$ cat config.mk
export PLATFORM = sky130hd
export DESIGN_NAME = hann_window_scheduler_flat
export DESIGN_NICKNAME = d
export VERILOG_FILES = /design/src/rtl/hann_window_scheduler_if.sv /design/src/rtl/hann_window_scheduler.sv /design/src/flat_wrapper.sv
export SDC_FILE = /design/constraint.sdc
export NUM_CORES = 1
export LEC_CHECK = 0
export CORE_MARGIN = 1.5
export CORE_UTILIZATION = 50
export DETAILED_ROUTE_END_ITERATION = 10
export PLACE_DENSITY = 0.72
export SKIP_CTS_REPAIR_TIMING = 1
export SLEW_MARGIN = 0
export SYNTH_ARGS = -nofsm -noshare
export SYNTH_HDL_FRONTEND = slang
export SYNTH_SLANG_ARGS = --single-unit
$ cat constraint.sdc
create_clock -name clk -period 3.41 [get_ports clk]
set_input_delay 0.5115 -clock clk [delete_from_list [all_inputs] [get_ports clk]]
set_output_delay 0.5115 -clock clk [all_outputs]
set_load 0.1 [all_outputs]
$ cat src/rtl/hann_window_scheduler_if.sv
// ---------------------------------------------------------------------------
// hann_window_scheduler_if
//
// Bundles the sample-side strobe, the hannifier go/done handshake and the
// scheduler's status outputs into one connection.
//
//   enable        level, gates dispatch
//   sample_we     one-cycle strobe, one sample written at wr_ptr
//   hann_done     one-cycle pulse, hannifier finished its window
//   go_out        one-cycle dispatch pulse to the hannifier
//   window_start  ring address of the dispatched window's first sample
//   busy          hannifier owns a window
//   wr_ptr        next ring write address
//   overrun_count windows dropped because the hannifier fell behind
//
// master: the surrounding system (input reader, hannifier, control)
// slave : the scheduler itself
// ---------------------------------------------------------------------------
interface hann_window_scheduler_if #(
  parameter int AW = 13
);

  logic          enable;
  logic          sample_we;
  logic          hann_done;
  logic          go_out;
  logic [AW-1:0] window_start;
  logic          busy;
  logic [AW-1:0] wr_ptr;
  logic [7:0]    overrun_count;

  modport master (
    output enable,
    output sample_we,
    output hann_done,
    input  go_out,
    input  window_start,
    input  busy,
    input  wr_ptr,
    input  overrun_count
  );

  modport slave (
    input  enable,
    input  sample_we,
    input  hann_done,
    output go_out,
    output window_start,
    output busy,
    output wr_ptr,
    output overrun_count
  );

endinterface

$ cat src/rtl/hann_window_scheduler.sv
// ---------------------------------------------------------------------------
// hann_window_scheduler
//
// Dispatch controller for the Hann windowing stage. Mirrors the input
// reader's ring write pointer, detects when a full hop of new samples has
// landed on top of a complete window, and pulses the hannifier with the
// start address of the newest complete window. While the hannifier is busy
// at most one dispatch is held pending; any older pending window that gets
// replaced is counted as an overrun.
//
// Ports:
//   clk      system clock, rising edge
//   reset_n  asynchronous active-low reset
//   bus      hann_window_scheduler_if.slave (enable, sample_we, hann_done in;
//            go_out, window_start, busy, wr_ptr, overrun_count out)
//
// Parameters:
//   WINDOW      samples per analysis window
//   HOP         new samples between windows (WINDOW must be a multiple)
//   RING_DEPTH  ring depth, WINDOW + HOP
//   AW          ring address width
//
// Dispatcher states:
//   state        | meaning
//   -------------+-------------------------------------------------------
//   S_IDLE       | hannifier free, nothing pending
//   S_BUSY       | hannifier owns a window, nothing pending
//   S_BUSY_PEND  | hannifier owns a window, one newer window held in
//                | pend_start
// ---------------------------------------------------------------------------
module hann_window_scheduler #(
  parameter int WINDOW     = 4096,
  parameter int HOP        = 1024,
  parameter int RING_DEPTH = 5120,
  parameter int AW         = 13
) (
  input  logic                      clk,
  input  logic                      reset_n,
  hann_window_scheduler_if.slave    bus
);

  localparam int HW = (HOP > 1) ? $clog2(HOP) : 1;
  localparam int FW = (WINDOW > 1) ? $clog2(WINDOW) : 1;

  localparam logic [HW-1:0] HOP_RELOAD  = HW'(HOP - 1);
  localparam logic [FW-1:0] FILL_RELOAD = FW'(WINDOW - 1);
  localparam logic [AW-1:0] RING_LAST   = AW'(RING_DEPTH - 1);
  localparam logic [AW:0]   HOP_EXT     = (AW+1)'(HOP);
  localparam logic [AW:0]   RING_EXT    = (AW+1)'(RING_DEPTH);

  typedef enum logic [1:0] {
    S_IDLE      = 2'd0,
    S_BUSY      = 2'd1,
    S_BUSY_PEND = 2'd2
  } state_t;

  state_t        state;
  state_t        state_nxt;

  logic [HW-1:0] hop_left;
  logic [FW-1:0] fill_left;
  logic [AW-1:0] wr_ptr;
  logic [AW-1:0] wr_ptr_next;
  logic [AW:0]   start_sum;
  logic [AW-1:0] boundary_start;
  logic [AW-1:0] pend_start;
  logic [AW-1:0] window_start;
  logic [AW-1:0] start_sel;
  logic [7:0]    overrun_count;
  logic          go_out;

  logic          hop_tc;
  logic          fill_tc;
  logic          boundary;
  logic          done_valid;
  logic          pend;
  logic          go_nxt;
  logic          pend_load;
  logic          overrun_inc;

  // -------------------------------------------------------------------------
  // Ring write pointer and boundary address
  // -------------------------------------------------------------------------
  assign wr_ptr_next = (wr_ptr == RING_LAST) ? '0 : wr_ptr + 1'b1;

  // Newest window starts HOP past the post-increment write pointer, which is
  // the same slot as wr_ptr_next - WINDOW modulo the ring. A single
  // compare-and-subtract folds it back into range.
  assign start_sum      = {1'b0, wr_ptr_next} + HOP_EXT;
  assign boundary_start = (start_sum >= RING_EXT) ? AW'(start_sum - RING_EXT)
                                                  : start_sum[AW-1:0];

  always_ff @(posedge clk or negedge reset_n) begin
    if (!reset_n) begin
      wr_ptr <= '0;
    end else if (bus.sample_we) begin
      wr_ptr <= wr_ptr_next;
    end
  end

  // -------------------------------------------------------------------------
  // Hop and fill timers (down-counters, terminal count at zero).
  // hop_left hits zero on the last sample of each hop; fill_left hits zero
  // once the current sample completes the first full window and then stays.
  // -------------------------------------------------------------------------
  assign hop_tc  = (hop_left == '0);
  assign fill_tc = (fill_left == '0);

  always_ff @(posedge clk or negedge reset_n) begin
    if (!reset_n) begin
      hop_left  <= HOP_RELOAD;
      fill_left <= FILL_RELOAD;
    end else if (!bus.enable) begin
      hop_left  <= HOP_RELOAD;
      fill_left <= FILL_RELOAD;
    end else if (bus.sample_we) begin
      hop_left <= hop_tc ? HOP_RELOAD : hop_left - 1'b1;
      if (!fill_tc) begin
        fill_left <= fill_left - 1'b1;
      end
    end
  end

  assign boundary   = bus.enable && bus.sample_we && hop_tc && fill_tc;
  assign done_valid = bus.hann_done && (state != S_IDLE);
  assign pend       = (state == S_BUSY_PEND);

  // -------------------------------------------------------------------------
  // Dispatcher: state register
  // -------------------------------------------------------------------------
  always_ff @(posedge clk or negedge reset_n) begin
    if (!reset_n) begin
      state <= S_IDLE;
    end else begin
      state <= state_nxt;
    end
  end

  // -------------------------------------------------------------------------
  // Dispatcher: next state
  // -------------------------------------------------------------------------
  always_comb begin
    state_nxt = state;
    if (!bus.enable) begin
      // Pending work is discarded; an in-flight window still completes.
      if (done_valid || (state == S_IDLE)) begin
        state_nxt = S_IDLE;
      end else begin
        state_nxt = S_BUSY;
      end
    end else begin
      case (state)
        S_IDLE: begin
          if (boundary) begin
            state_nxt = S_BUSY;
          end
        end
        S_BUSY: begin
          if (boundary) begin
            state_nxt = done_valid ? S_BUSY : S_BUSY_PEND;
          end else if (done_valid) begin
            state_nxt = S_IDLE;
          end
        end
        S_BUSY_PEND: begin
          // Done with or without a boundary leads to a redispatch.
          if (done_valid) begin
            state_nxt = S_BUSY;
          end
        end
        default: begin
          state_nxt = S_IDLE;
        end
      endcase
    end
  end

  // -------------------------------------------------------------------------
  // Dispatcher: output decisions
  // -------------------------------------------------------------------------
  always_comb begin
    go_nxt      = 1'b0;
    start_sel   = pend_start;
    pend_load   = 1'b0;
    overrun_inc = 1'b0;
    if (bus.enable) begin
      if (boundary && ((state == S_IDLE) || done_valid)) begin
        // Newest window wins; a pending one it displaces is lost.
        go_nxt      = 1'b1;
        start_sel   = boundary_start;
        overrun_inc = pend;
      end else if (boundary) begin
        pend_load   = 1'b1;
        overrun_inc = pend;
      end else if (done_valid && pend) begin
        go_nxt    = 1'b1;
        start_sel = pend_start;
      end
    end
  end

  always_ff @(posedge clk or negedge reset_n) begin
    if (!reset_n) begin
      go_out        <= 1'b0;
      window_start  <= '0;
      pend_start    <= '0;
      overrun_count <= '0;
    end else begin
      go_out <= go_nxt;
      if (go_nxt) begin
        window_start <= start_sel;
      end
      if (pend_load) begin
        pend_start <= boundary_start;
      end
      if (overrun_inc && (overrun_count != 8'hFF)) begin
        overrun_count <= overrun_count + 8'd1;
      end
    end
  end

  assign bus.go_out        = go_out;
  assign bus.window_start  = window_start;
  assign bus.busy          = (state != S_IDLE);
  assign bus.wr_ptr        = wr_ptr;
  assign bus.overrun_count = overrun_count;

endmodule

$ cat src/flat_wrapper.sv
// flat-port wrapper written by rule: the top's interface ports become plain ports
module hann_window_scheduler_flat 
#(
  parameter int WINDOW     = 4096,
  parameter int HOP        = 1024,
  parameter int RING_DEPTH = 5120,
  parameter int AW         = 13
)
  (clk, reset_n, bus_enable, bus_sample_we, bus_hann_done, bus_go_out, bus_window_start, bus_busy, bus_wr_ptr, bus_overrun_count);
  hann_window_scheduler_if #(.AW(AW)) bus_i ();
  input  logic clk;
  input  logic reset_n;
  input wire logic [$bits(bus_i.enable)-1:0] bus_enable;
  input wire logic [$bits(bus_i.sample_we)-1:0] bus_sample_we;
  input wire logic [$bits(bus_i.hann_done)-1:0] bus_hann_done;
  output wire logic [$bits(bus_i.go_out)-1:0] bus_go_out;
  output wire logic [$bits(bus_i.window_start)-1:0] bus_window_start;
  output wire logic [$bits(bus_i.busy)-1:0] bus_busy;
  output wire logic [$bits(bus_i.wr_ptr)-1:0] bus_wr_ptr;
  output wire logic [$bits(bus_i.overrun_count)-1:0] bus_overrun_count;
  assign bus_i.enable = bus_enable;
  assign bus_i.sample_we = bus_sample_we;
  assign bus_i.hann_done = bus_hann_done;
  assign bus_go_out = bus_i.go_out;
  assign bus_window_start = bus_i.window_start;
  assign bus_busy = bus_i.busy;
  assign bus_wr_ptr = bus_i.wr_ptr;
  assign bus_overrun_count = bus_i.overrun_count;
  hann_window_scheduler #(.WINDOW(WINDOW), .HOP(HOP), .RING_DEPTH(RING_DEPTH), .AW(AW)) u_core (.clk(clk), .reset_n(reset_n), .bus(bus_i));
endmodule
==> results of run 1 <==
## routing by layer
layer / track usage (%) / vias to the layer above / wire length (um) / part of all wire, %
met5: 0 / - / 0 / 0
met4: 7.97 / 0 / 99 / 1.3
met3: 4.62 / 9 / 319 / 4.2
met1: 31.1 / 1366 / 3700 / 49
met2: 32.5 / 54 / 3460 / 46
li1: - / 1389 / - / -
## power groups by stage
stage / clock network [uW] / logic, uW / registers, uW
floorplan: 0 / 238 / 1220
global placement: 0 / 598 / 1010
finish: 670 / 600 / 1000
CTS: 682 / 606 / 1000
global route: 722 / 648 / 1020
detailed placement: 0 / 604 / 1020
## cell type report
| cell class | count | area [um2] | area share (%) |
|---|---|---|---|
| multi-input cells | 273 | 1780 | 40.2 |
| clock inverters | 7 | 72.6 | 1.63 |
| flip-flops and latches | 72 | 1830 | 41.2 |
| well taps | 99 | 124 | 2.79 |
| clock buffers | 9 | 124 | 2.79 |
| inverters | 15 | 56.3 | 1.27 |
| repair buffers | 49 | 448 | 10.1 |
## through the flow
stage                     instance area (um2)  hold WS [ns]  setup slack (ns)  total power (uW)
after global placement                   4240         0.459             0.604              1610
after global routing                     4440         0.227             0.125              2390
after floorplan                          3720         0.216            0.0117              1460
after detailed placement                 4240         0.471             0.473              1620
after CTS                                4440         0.210             0.446              2290
final                                    4440         0.196             0.435              2270
## cell usage after synthesis (2+ instances only)
cell,n,area (um2)
dfrtp_1,50,1250
nand2_1,50,188
nor2_1,36,135
xnor2_1,25,219
dfstp_2,22,578
o21ai_0,20,100
a21oi_1,17,85.1
mux2_2,17,191
inv_1,14,52.6
xor2_1,12,105
clkbuf_1,11,41.3
nand3_1,10,50.1
nor3_1,10,50.1
nand4_1,9,56.3
ha_1,8,100
mux2i_1,8,80.1
and3_1,7,43.8
nor4_1,5,31.3
nand2b_1,3,18.8
o211ai_1,3,22.5
o311ai_0,3,26.3
a221oi_1,2,17.5
buf_1,2,7.51
nand3b_1,2,15.0
nand4b_1,2,17.5
nor2b_1,2,12.5
or3_1,2,12.5
or3b_2,2,17.5
## worst reg2reg max path, stage by stage (launching register included)
cell	delay, ns
dfrtp_1	0.44
ha_1	0.32
and2_1	0.21
nand3_1	0.19
nor2_1	0.18
mux2i_1	0.31
inv_1	0.12
ha_1	0.23
and3_1	0.16
o221a_2	0.12
o211ai_1	0.09
a21o_1	0.19
mux2i_1	0.22
o21ai_0	0.09
## state kept, by name (all words and copies together), names as in the netlist
signal                    count
u_core.bus.window_start      13
u_core.bus.wr_ptr            13
u_core.pend_start            13
u_core.fill_left             12
u_core.hop_left              10
u_core.bus.overrun_count      8
u_core.state                  2
u_core.bus.go_out             1
## path summary, 6_finish.rpt
check                                      from                     endpoint  slack (ns)  depth (start not counted)
setup / recovery           u_core.bus.wr_ptr[1]  u_core.bus.window_start[11]        0.43                         13
hold / removal                          reset_n         u_core.bus.wr_ptr[3]        0.20                          2
setup reg to reg           u_core.bus.wr_ptr[1]  u_core.bus.window_start[11]        0.43                         13
hold reg to reg            u_core.pend_start[9]         u_core.pend_start[9]        0.48                          2
max in group asynchronous               reset_n          u_core.fill_left[8]        2.80                          2
min in group clk           u_core.pend_start[9]         u_core.pend_start[9]        0.48                          2
## logic make-up after synthesis
logic type / after synthesis / share of synthesized area [%]
xor gates and xnor gates: 37 / 8.70
adders and majority gates: 8 / 2.69
DFF: 72 / 49.1
muxes: 25 / 7.29
AOI/OAI and AO/OA: 54 / 9.41
and+or+nand+nor: 149 / 19.8
buffers and inverters: 29 / 2.96
==> flow_summary.yaml, run 1 <==
final_layout:
  final_common_cell: "nand2_1"
  final_net_count: 433
  mostFrequentLayoutCells: "nand2_1, dfrtp_1, nor2_1"
  fin_cells: 524
  area_growth_pct: 19.2
  drive_gt1_share_pct: 19.1
  antenna_cells: 0
  post-route-util_pct: 61.5
  num-fill-cells: 621
worst_setup_path:
  start_kind: "flop"
  crit_path_end_kind: "flop"
  cpPeakStageDelay_ns: 0.44
  worstPathRequired_ns: 3.63
  crit_buf_inv: 1
  crit_family: "simple AND/OR/NAND/NOR gates"
  crit_slowest_cell: "dfrtp_1"
  cp_max_fo: 7
  worstPathArrival_ns: 3.20
  critical_path_class: "flop to flop"
  crit_chain: "ha_1 -> and2_1 -> nand3_1 -> nor2_1 -> mux2i_1 -> inv_1 -> ha_1 -> and3_1 -> o221a_2 -> o211ai_1 -> a21o_1 -> mux2i_1 -> o21ai_0"
synth:
  synthCells: 374
  synth-seq-area-share_pct: 49.1
  synth_area_um2: 3720
  ys_warn_count: 0
  yosysUniqueCellTypes: 48
  synth_nets: 387
  synth_edf_count: 0
  ys_ff_latch: 72
  ys.flop_type: "dfrtp_1"
  ys_async_sr_fraction_pct: 100
  avgSynthCellArea_um2: 9.96
drt:
  drc_errors: 0
  drt_iter0_markers: 166
  viasPerCell: 5.38
  wirelength_um: 7580
  vias: 2818
  drtPass1Iterations: 5
  drt-wirelength-per-cell_um: 14.5
  ant_nets: 0
die:
  die-width_um: 89.3
  coreArea_um2: 7210
  core.rowCount: 31
  io_pins: 41
  initial_core_util_pct: 51.6
  die-area_um2: 7970
  die_h_um: 89.3
clocking:
  root_buffer: "clkbuf_8"
  cts_sinks: 72
  clk_latency_ns: 0.34
  numCtsBuffers: 9
  clockBufferDepth: 2
  cts_tree: "built"
  clk_pin_slew_ns: 0.08
  cts.htree.levels: 3
global_route:
  grt.total_usage_pct: 21.7
  grt_pass1_vias: 2750
  gr-total-overflow: 0
  grt_max_degree: 42
  antenna_found_initial: 0
  grt_pass1_wl_um: 13200
timing:
  rsz0062_at_grt: "no"
  tns_ns: 0
  setup_viol: 0
  slew_headroom_pct: 33.8
  tightest_slew_ns: 0.990
  finalMaxSlewViolations: 0
  period_minus_slack_ns: 2.98
  fmax_mhz: 336
  hold_viol: 0
  fin_crit_sh_pct: 87.3
  fin_skew_ns: 0.00852
power:
  p_switching_uw: 878
  powerDensity_nw_per_um2: 512
  power_frac_clock_pct: 29.4
  seq_power_share_pct: 44.1
  pwr-share-comb_pct: 26.4
  netSwitchingFraction_pct: 38.6
  ir_drop_v: 0.000733
  leakagePower_uw: 0.00190
  internal-power_uw: 1400
run:
  drv_cap: 0
placement:
  routabilityCongestion: 0.907
  place_inst: 508
  io_buffers: 40
  hpwlAfterDp_um: 5390
status:
  outcome: "completed"
hold_path:
  hp-class: "input port to asynchronous set/reset pin"
(Power assumes the default switching activity.)
==> inputs of run 2 (changes only) <==
ABC_AREA = 0   (was unset)
SLEW_MARGIN = unset   (was 0)
==> results of run 2 <==
Final layout, timing and power as in run 1 (identical DEF).
